### config.mk
export PLATFORM = sky130hd
export DESIGN_NAME = seq_gen_tx
export DESIGN_NICKNAME = d
export VERILOG_FILES = /design/src/rtl/seq_link_pkg.sv /design/src/rtl/seq_sym_rom.sv /design/src/rtl/seq_gen_tx.sv
export SDC_FILE = /design/constraint.sdc
export NUM_CORES = 1
export LEC_CHECK = 0
export ABC_AREA = 1
export CORE_ASPECT_RATIO = 1.2
export CORE_UTILIZATION = 45
export DETAILED_ROUTE_END_ITERATION = 8
export GPL_ROUTABILITY_DRIVEN = 0
export MAX_ROUTING_LAYER = met4
export PLACE_DENSITY = 0.73
export SLEW_MARGIN = 20
export SYNTH_ARGS = -nofsm -noshare
export SYNTH_HDL_FRONTEND = slang
export SYNTH_SLANG_ARGS = --single-unit
export TNS_END_PERCENT = 50
### constraint.sdc
create_clock -name CLK -period 1.67 [get_ports CLK]
set_input_delay 0.167 -clock CLK [delete_from_list [all_inputs] [get_ports CLK]]
set_output_delay 0.167 -clock CLK [all_outputs]
set_load 0.01 [all_outputs]
### src/rtl/seq_link_pkg.sv
// ---------------------------------------------------------------------------
// seq_link_pkg
// Shared definitions for the nibble-sequence link (generator and analyzer):
//   SYM_W    - symbol width in bits
//   DEF_LEN  - default sequence length in symbols
//   DEF_CODE - default 16-symbol code table, symbol 0 in the top nibble
//   seq_state_e - generator state encoding (IDLE, SEND, GAP)
// ---------------------------------------------------------------------------
package seq_link_pkg;

  localparam int SYM_W   = 4;
  localparam int DEF_LEN = 16;
  localparam logic [63:0] DEF_CODE = 64'h74142A089C32A792;

  typedef enum logic [1:0] {
    ST_IDLE = 2'd0,
    ST_SEND = 2'd1,
    ST_GAP  = 2'd2
  } seq_state_e;

endpackage

### src/rtl/seq_sym_rom.sv
// ---------------------------------------------------------------------------
// seq_sym_rom
// Combinational symbol selector over a packed code table.
//   idx [3:0]     - symbol index (0 selects the most-significant nibble)
//   sym [SYM_W-1:0] - selected symbol; 0 for any index >= LEN
// Parameters: LEN (symbols in table), CODE (SYM_W*LEN-bit table).
// ---------------------------------------------------------------------------
module seq_sym_rom
  import seq_link_pkg::*;
#(
  parameter int                     LEN  = DEF_LEN,
  parameter logic [SYM_W*LEN-1:0]   CODE = DEF_CODE
) (
  input  logic [3:0]       idx,
  output logic [SYM_W-1:0] sym
);

  // Select the nibble for idx; symbol 0 sits at the top of CODE.
  always_comb begin
    sym = {SYM_W{1'b0}};
    for (int i = 0; i < LEN; i++) begin
      if (idx == 4'(i)) begin
        sym = CODE[SYM_W*(LEN-1-i) +: SYM_W];
      end else begin
        sym = sym;
      end
    end
  end

endmodule

### src/rtl/seq_gen_tx.sv
// ---------------------------------------------------------------------------
// seq_gen_tx
// Transmit side of the nibble-sequence link. Emits the LEN-symbol CODE
// sequence one symbol per CE-qualified clock, with optional GAP idle cycles
// after every symbol and optional continuous looping.
// Ports:
//   CLK, RST        - clock, asynchronous active-high reset
//   CE              - symbol-rate enable; sequencing only advances when high
//   START           - begin a pass (IDLE only, CE edges only)
//   LOOP            - restart after the last symbol (sampled when consumed)
//   ABORT           - synchronous cancel, independent of CE
//   DAT_O [3:0]     - current symbol, 0 when VLD_O is low
//   VLD_O           - DAT_O carries a sequence symbol
//   BUSY            - state is not IDLE
//   DONE            - one-CLK pulse when the last symbol is consumed
//   NOM [LEN-1:0]   - thermometer, bit i set once symbol i is consumed
// ---------------------------------------------------------------------------
module seq_gen_tx
  import seq_link_pkg::*;
#(
  parameter int                   LEN  = DEF_LEN,
  parameter logic [SYM_W*LEN-1:0] CODE = DEF_CODE,
  parameter int                   GAP  = 0
) (
  input  logic             CLK,
  input  logic             RST,
  input  logic             CE,
  input  logic             START,
  input  logic             LOOP,
  input  logic             ABORT,
  output logic [SYM_W-1:0] DAT_O,
  output logic             VLD_O,
  output logic             BUSY,
  output logic             DONE,
  output logic [LEN-1:0]   NOM
);

  localparam logic [3:0]       LAST_IDX = 4'(LEN - 1);
  localparam logic             HAS_GAP  = (GAP > 0);
  localparam logic [3:0]       GAP_LOAD = (GAP > 0) ? 4'(GAP - 1) : 4'd0;
  localparam logic [SYM_W-1:0] SYM0     = CODE[SYM_W*LEN-1 -: SYM_W];

  seq_state_e       state_r, state_nxt_s;
  logic [3:0]       idx_r, idx_nxt_s;
  logic [3:0]       cnt_r, cnt_nxt_s;
  logic [SYM_W-1:0] dat_r, dat_nxt_s;
  logic             vld_r, vld_nxt_s;
  logic             done_r, done_nxt_s;
  logic [LEN-1:0]   nom_r, nom_nxt_s;
  logic [LEN-1:0]   hit_mask_s;
  logic [3:0]       rom_idx_s;
  logic [SYM_W-1:0] rom_sym_s;

  // In SEND the ROM looks one symbol ahead; in GAP idx_r already holds the
  // pending index, so the lookup depends on registers only.
  assign rom_idx_s = (state_r == ST_SEND) ? (idx_r + 4'd1) : idx_r;

  seq_sym_rom #(
    .LEN  (LEN),
    .CODE (CODE)
  ) u_rom (
    .idx (rom_idx_s),
    .sym (rom_sym_s)
  );

  // One-hot mask of the symbol being consumed, for the NOM thermometer.
  always_comb begin
    hit_mask_s = {LEN{1'b0}};
    for (int i = 0; i < LEN; i++) begin
      hit_mask_s[i] = (idx_r == 4'(i));
    end
  end

  // Next-state and next-output logic; ABORT overrides CE sequencing.
  always_comb begin
    state_nxt_s = state_r;
    idx_nxt_s   = idx_r;
    cnt_nxt_s   = cnt_r;
    dat_nxt_s   = dat_r;
    vld_nxt_s   = vld_r;
    nom_nxt_s   = nom_r;
    done_nxt_s  = 1'b0;
    if (ABORT) begin
      state_nxt_s = ST_IDLE;
      idx_nxt_s   = 4'd0;
      cnt_nxt_s   = 4'd0;
      dat_nxt_s   = {SYM_W{1'b0}};
      vld_nxt_s   = 1'b0;
      nom_nxt_s   = {LEN{1'b0}};
    end else if (CE) begin
      case (state_r)
        ST_IDLE: begin
          if (START) begin
            state_nxt_s = ST_SEND;
            idx_nxt_s   = 4'd0;
            dat_nxt_s   = SYM0;
            vld_nxt_s   = 1'b1;
            nom_nxt_s   = {LEN{1'b0}};
          end else begin
            state_nxt_s = ST_IDLE;
          end
        end
        ST_SEND: begin
          nom_nxt_s = nom_r | hit_mask_s;
          if (idx_r != LAST_IDX) begin
            // idx advances now; in GAP it is the pending symbol index.
            idx_nxt_s = idx_r + 4'd1;
            if (HAS_GAP) begin
              state_nxt_s = ST_GAP;
              cnt_nxt_s   = GAP_LOAD;
              dat_nxt_s   = {SYM_W{1'b0}};
              vld_nxt_s   = 1'b0;
            end else begin
              dat_nxt_s = rom_sym_s;
            end
          end else begin
            done_nxt_s = 1'b1;
            if (!LOOP) begin
              state_nxt_s = ST_IDLE;
              dat_nxt_s   = {SYM_W{1'b0}};
              vld_nxt_s   = 1'b0;
            end else if (!HAS_GAP) begin
              idx_nxt_s = 4'd0;
              nom_nxt_s = {LEN{1'b0}};
              dat_nxt_s = SYM0;
            end else begin
              // NOM stays full through the gap and clears on re-entry to SEND.
              state_nxt_s = ST_GAP;
              idx_nxt_s   = 4'd0;
              cnt_nxt_s   = GAP_LOAD;
              dat_nxt_s   = {SYM_W{1'b0}};
              vld_nxt_s   = 1'b0;
            end
          end
        end
        ST_GAP: begin
          if (cnt_r != 4'd0) begin
            cnt_nxt_s = cnt_r - 4'd1;
          end else begin
            state_nxt_s = ST_SEND;
            vld_nxt_s   = 1'b1;
            dat_nxt_s   = rom_sym_s;
            // A pending index of 0 in GAP can only come from a loop wrap.
            if (idx_r == 4'd0) begin
              nom_nxt_s = {LEN{1'b0}};
            end else begin
              nom_nxt_s = nom_r;
            end
          end
        end
        default: begin
          state_nxt_s = ST_IDLE;
          idx_nxt_s   = 4'd0;
          cnt_nxt_s   = 4'd0;
          dat_nxt_s   = {SYM_W{1'b0}};
          vld_nxt_s   = 1'b0;
          nom_nxt_s   = {LEN{1'b0}};
        end
      endcase
    end else begin
      state_nxt_s = state_r;
    end
  end

  // State and output registers with asynchronous reset.
  always_ff @(posedge CLK or posedge RST) begin
    if (RST) begin
      state_r <= ST_IDLE;
      idx_r   <= 4'd0;
      cnt_r   <= 4'd0;
      dat_r   <= {SYM_W{1'b0}};
      vld_r   <= 1'b0;
      done_r  <= 1'b0;
      nom_r   <= {LEN{1'b0}};
    end else begin
      state_r <= state_nxt_s;
      idx_r   <= idx_nxt_s;
      cnt_r   <= cnt_nxt_s;
      dat_r   <= dat_nxt_s;
      vld_r   <= vld_nxt_s;
      done_r  <= done_nxt_s;
      nom_r   <= nom_nxt_s;
    end
  end

  assign DAT_O = dat_r;
  assign VLD_O = vld_r;
  assign DONE  = done_r;
  assign NOM   = nom_r;
  assign BUSY  = (state_r != ST_IDLE);

endmodule

==> metrics.yaml, run 1 <==
outcome:
  run_status: "complete, but fails checks"
  violations: "design-rule violations"
placed_design:
  detailed_place_hpwl_mm: 2.69
  port_buffers: 28
  numPlacedInstances: 276
  placement.setup.worst_slack_ps: -25.7
clock_tree:
  cts_made_buffers: 3
  worstSkewPairLatency_ps: 270
  tritoncts: "yes"
  cts_root_buf: "clkbuf_8"
  cts_htree_levels: 1
  tritoncts_num_sinks: 27
  clkTransAtPathRegs_ps: 100
  clockBufferDepth: 2
floorplan:
  start_util_pct: 48.3
  floorplan.die.height_um: 68.4
  overall_die_area_um2: 3920
  count_of_boundary_i_o_pins: 29
  die_span_x_um: 57.3
  floorplan.core_area_um2: 3420
  floorplan.rows: 23
power:
  cellPowerDensity_nw_per_um2: 668
  power_mw: 1.44
  static-leakage-power_nw: 1.15
  cell_internal_pwr_mw: 1.01
  ir_drop_mv: 0.338
  sequentialPowerShare_pct: 48.3
  power.switching_fraction_pct: 29.8
  comb_power_share_pct: 24.8
  clock_power_share_pct: 26.9
  netSwitchingPower_mw: 0.429
route:
  ant_nets: 0
  drc: 5
  drt_pass1_iterations: 6
  routed-via-count: 1383
  avgViaCountPerCell: 4.85
  postRouteWirelength_mm: 3.48
  routed_wire_length_per_instance_um: 12.2
  drt-initial-drc-count: 59
global_routing:
  grt_pass1_wl_mm: 5.88
  vias_in_the_first_global_route: 1299
  grt_overflow: 0
  grt_start_max_net_pins: 28
  grt_usage_pct: 20.5
  antenna_violations_before_repair: 0
sta:
  rsz0062_at_grt: "yes"
  final_hold_violating_endpoints: 0
  worst_hold_slack_ps: 244
  finalSetupViolCount: 0
  period_minus_slack_ps: 1600
  fin_ws_ps: 71.1
  clock.fmax_mhz: 625
  slew_viol_final: 0
  slew_headroom_pct: 72.0
  post-route-period-util_pct: 95.7
  fin_tns_setup_ps: 0
  tightestPinTransition_ps: 419
  finClkSkew_ps: 8.64
critical_path:
  cp.arrival_ps: 1430
  timing.critical_path.to_type: "output port"
  critical_path_cell_sequence: "buf_4, clkdlybuf4s50_1"
  worst_ep_required_time_ps: 1500
  critPathKind: "reg -> out"
  regToRegEndpoint: "DAT_O[0]$_DFFE_PP0P_"
  depth_of_the_most_critical_reg_to_reg_path: 11
  crit_path_start_kind: "flip-flop"
  critPathSlowestCell: "clkdlybuf4s50_1"
  worst_path_largest_cell_delay_ps: 540
  worst-r2r-setup-slack_ps: 100
  worst_r2r_startpoint: "idx_r[1]$_DFFE_PP0P_"
  timing.critical_path.fanout_max: 9
synth:
  syn-num-nets: 214
  synthDistinctLibCells: 27
  total_number_of_yosys_warnings: 0
  flops_latches_synth: 27
  syn_inst: 204
  synth.yosys.seq_area_share_pct: 40.8
  post_synth_instance_area_um2: 1650
  syn_area_per_cell_um2: 8.11
run:
  max-cap-violations: 0
layout:
  final_layout_net_count: 259
  mostFrequentLayoutCell: "nand2_1"
  final_cell_count_no_fill: 285
  syn_to_final_growth_pct: 30.2
  fillerInstances: 290
  post_route_cells_drive_above_1_share_pct: 30.6
  n_antenna_cell: 0
  most-common-layout-cells: "54 x nand2_1, 28 x clkdlybuf4s50_1, 26 x dfrtp_1, 20 x nor2_1, 19 x inv_2"
hold_path:
  min-delay-path-class: "in -> async"
-- repair_timing --
item	CTS	global route
buffers inserted	3	2
resized for setup	0	14
hold buffers	0	0
pin swaps	1	8
setup endpoints to repair	6	4
-- worst max-delay path, delay by kind of cell, from the launching register on --
family,cells,cell delay [ps]
DFF,1,430
buffers and inverters,2,740
-- Yosys cell counts (all sizes together) --
cell type / n / area share [%]
nand2: 61 / 15
inv: 33 / 7.9
dfrtp: 27 / 41
nor2: 27 / 9.8
o21ai: 22 / 10
nand3: 16 / 4.8
buf: 4 / 2.9
ha: 4 / 3.0
nor3: 3 / 1.6
nand4: 2 / 0.76
o31ai: 2 / 1.7
a21oi: 1 / 0.30
a22oi: 1 / 0.45
o22ai: 1 / 0.38
-- how the worst max path moves through the flow --
stage | to | startpoint | slack, ps
finish | BUSY | state_r[0]$_DFFE_PP0P_ | 70
CTS | DAT_O[0]$_DFFE_PP0P_ | idx_r[0]$_DFFE_PP0P_ | 10
global placement | NOM[7]$_DFFE_PP0P_ | idx_r[0]$_DFFE_PP0P_ | 10
floorplan | DAT_O[0]$_DFFE_PP0P_ | idx_r[0]$_DFFE_PP0P_ | 100
global route | DAT_O[0]$_DFFE_PP0P_ | idx_r[0]$_DFFE_PP0P_ | -20
detailed placement | NOM[6]$_DFFE_PP0P_ | ABORT | -30
-- cell type report --
cell class                      instances  area [um2]  area share [%]
Sequential cell                        27         677            31.4
Clock inverter                          1        8.76           0.407
Tap cell                               37        46.3            2.15
Multi-Input combinational cell        140         833            38.7
Timing Repair Buffer                   44         413            19.2
Inverter                               33         134            6.22
Clock buffer                            3        41.3            1.92
-- per-layer routing --
layer / track usage [%] / vias up / routed length, um
met5: - / - / 0
met4: 7.32 / 0 / 42
met3: 1.13 / 2 / 74
met2: 34.4 / 21 / 1710
met1: 26.4 / 632 / 1660
li1: - / 728 / -
-- sequential cells by signal, summed over array words and instances, names as in the netlist --
name	cells
DAT_O	4
DONE	1
NOM	16
VLD_O	1
idx_r	4
state_r	1
-- power by group through the flow --
stage	clock, mW	combinational [mW]	sequential [mW]
6_report	0.387	0.356	0.695
5_1_grt	0.421	0.396	0.699
4_1_cts	0.412	0.339	0.696
3_5_place_dp	0	0.317	0.708
3_3_place_gp	0	0.314	0.707
2_1_floorplan	0	0.207	0.716
-- through the flow --
step	utilization, %	cell area (um2)
2_1_floorplan	-	1650
3_3_place_gp	58.8	2010
3_5_place_dp	58.8	2010
4_1_cts	61.3	2100
5_1_grt	62.9	2150
6_report	62.9	2150
-- logic make-up after synthesis --
| logic type | after synthesis | synth area share [%] |
|---|---|---|
| flip-flops | 27 | 40.8 |
| buffers and inverters | 37 | 10.9 |
| adder cells (fa/ha/maj) | 4 | 3.03 |
| AND/OR/NAND/NOR | 109 | 32.1 |
| AO/OA/AOI/OAI | 27 | 13.2 |
(Power assumes the default switching activity.)
==> run 2, diff against run 1 <==
Settings changed: CORE_MARGIN set to 1.5, CTS_CLUSTER_SIZE set to 25.
==> run 2 against run 1 <==
The flow now finishes without violations. Via count grew 2.5%. Fmax is 0.74% lower. Highest routed layer unchanged. Non-clock buffer count is 3 lower. First-iteration DRC count is 42% lower. Die area is 3.2% higher. Sequential share of layout area rose by 0.52 points. Sequential power hardly changed. Hold slack got worse by 6.6 ps. Final cell count is 1.1% lower. Largest cell class unchanged.
==> metrics.yaml, run 2 (same netlist as run 1, synthesis figures left out) <==
floorplan:
  start_util_pct: 48.3
  floorplan.core_area_um2: 3420
  overall_die_area_um2: 4050
  die_span_x_um: 58.3
  floorplan.rows: 23
  count_of_boundary_i_o_pins: 29
  floorplan.die.height_um: 69.4
global_routing:
  grt_start_max_net_pins: 28
  grt_overflow: 0
  grt_pass1_wl_mm: 5.96
  antenna_violations_before_repair: 0
  grt_usage_pct: 19.2
  vias_in_the_first_global_route: 1353
sta:
  finClkSkew_ps: 2.80
  finalSetupViolCount: 0
  final_hold_violating_endpoints: 0
  rsz0062_at_grt: "no"
  clock.fmax_mhz: 621
  period_minus_slack_ps: 1610
  post-route-period-util_pct: 96.5
  fin_ws_ps: 59.2
  tightestPinTransition_ps: 414
  fin_tns_setup_ps: 0
  slew_viol_final: 0
  slew_headroom_pct: 72.3
power:
  static-leakage-power_nw: 1.12
  ir_drop_mv: 0.287
  cellPowerDensity_nw_per_um2: 676
clock_tree:
  tritoncts: "yes"
  cts_hold_repair.buffers: 0
  tritoncts_num_sinks: 27
  clkTransAtPathRegs_ps: 100
  cts_root_buf: "clkbuf_8"
  worstSkewPairLatency_ps: 280
  cts_made_buffers: 3
  cts_htree_levels: 1
  clockBufferDepth: 2
layout:
  n_antenna_cell: 0
  fillerInstances: 308
  final_cell_count_no_fill: 282
  post_route_cells_drive_above_1_share_pct: 28.6
  syn_to_final_growth_pct: 28.1
  largest_register_ff_count: 16
  most-common-layout-cells: "55 x nand2_1, 28 x clkdlybuf4s50_1, 26 x dfrtp_1, 20 x nor2_1, 18 x inv_2"
  final_layout_net_count: 256
  mostFrequentLayoutCell: "nand2_1"
critical_path:
  critical_path_cell_sequence: "buf_4, clkdlybuf4s50_1"
  cp.arrival_ps: 1440
  critPathSlowestCell: "clkdlybuf4s50_1"
  crit_path_start_kind: "flip-flop"
  timing.critical_path.fanout_max: 9
  worst_path_largest_cell_delay_ps: 540
  timing.critical_path.to_type: "output port"
  worst_ep_required_time_ps: 1500
  critPathKind: "reg -> out"
route:
  drt-initial-drc-count: 34
  drt_pass1_iterations: 4
  avgViaCountPerCell: 5.03
  drc: 0
  ant_nets: 0
  postRouteWirelength_mm: 3.42
  routed_wire_length_per_instance_um: 12.1
  routed-via-count: 1418
hold_path:
  min-delay-path-class: "in -> async"
outcome:
  run_status: "finished, final reports clean"
placed_design:
  detailed_place_hpwl_mm: 2.70
  placement.setup.worst_slack_ps: -51.9
  numPlacedInstances: 276
  port_buffers: 28
run:
  max-cap-violations: 0
-- run 2: cell count changes in the layout (fill, tap and decap cells not counted), sizes merged --
| cell | before | now |
|---|---|---|
| buf | 16 | 13 |
-- run 2: critical path: cells and delay by family, from the launching register on --
kind	cells	cell delay, ps
buffers and inverters	2	730
DFF	1	430
-- run 2: metal layers --
metal | global-route usage, % | routed length, um | part of all wire (%) | up-vias
li1 | - | - | - | 717
met1 | 24.1 | 1530 | 45 | 677
met2 | 32.5 | 1770 | 52 | 19
met3 | 1.68 | 77 | 2.3 | 5
met4 | 5.43 | 46 | 1.3 | 0
met5 | - | 0 | 0 | -
-- run 2: path summary, 6_finish.rpt --
check / start / end / slack (ps) / cells after the start
max: state_r[0]$_DFFE_PP0P_ / BUSY / 60 / 2
min reg2reg: DAT_O[3]$_DFFE_PP0P_ / DAT_O[3]$_DFFE_PP0P_ / 490 / 2
max reg2reg: idx_r[0]$_DFFE_PP0P_ / DAT_O[1]$_DFFE_PP0P_ / 130 / 11
min: RST / DONE$_DFF_PP0_ / 240 / 3
min in group CLK: CE / DONE$_DFF_PP0_ / 470 / 3
max in group asynchronous: RST / idx_r[2]$_DFFE_PP0P_ / 1160 / 3
-- run 2: final cells by class --
| class | count | area, um2 | area share [%] |
|---|---|---|---|
| clock buffers | 3 | 41.3 | 1.95 |
| clock inverters | 1 | 8.76 | 0.413 |
| inverters | 33 | 134 | 6.32 |
| multi-input cells | 140 | 821 | 38.7 |
| flip-flops and latches | 27 | 677 | 32.0 |
| well taps | 37 | 46.3 | 2.19 |
| repair buffers | 41 | 390 | 18.4 |
-- run 2: report_power, final --
part,switching [mW],internal [mW]
Sequential,0.0172,0.677
Clock,0.224,0.176
Combinational,0.191,0.147
Total,0.432,1.00
-- run 2: metrics by stage --
| step | power (mW) | hold slack, ps | utilization (%) | instance area (um2) |
|---|---|---|---|---|
| floorplan | 0.924 | 220 | - | 1650 |
| global placement | 1.03 | 467 | 58.8 | 2010 |
| detailed placement | 1.03 | 471 | 58.8 | 2010 |
| CTS | 1.44 | 253 | 60.9 | 2080 |
| global route | 1.51 | 276 | 61.9 | 2120 |
| finish | 1.43 | 238 | 61.9 | 2120 |
-- run 2: timing repair --
action,CTS,global route
endpoints found under the setup margin,6,4
pin swaps,1,0
setup buffers,1,1
gates cloned,0,0
resized for setup,0,10
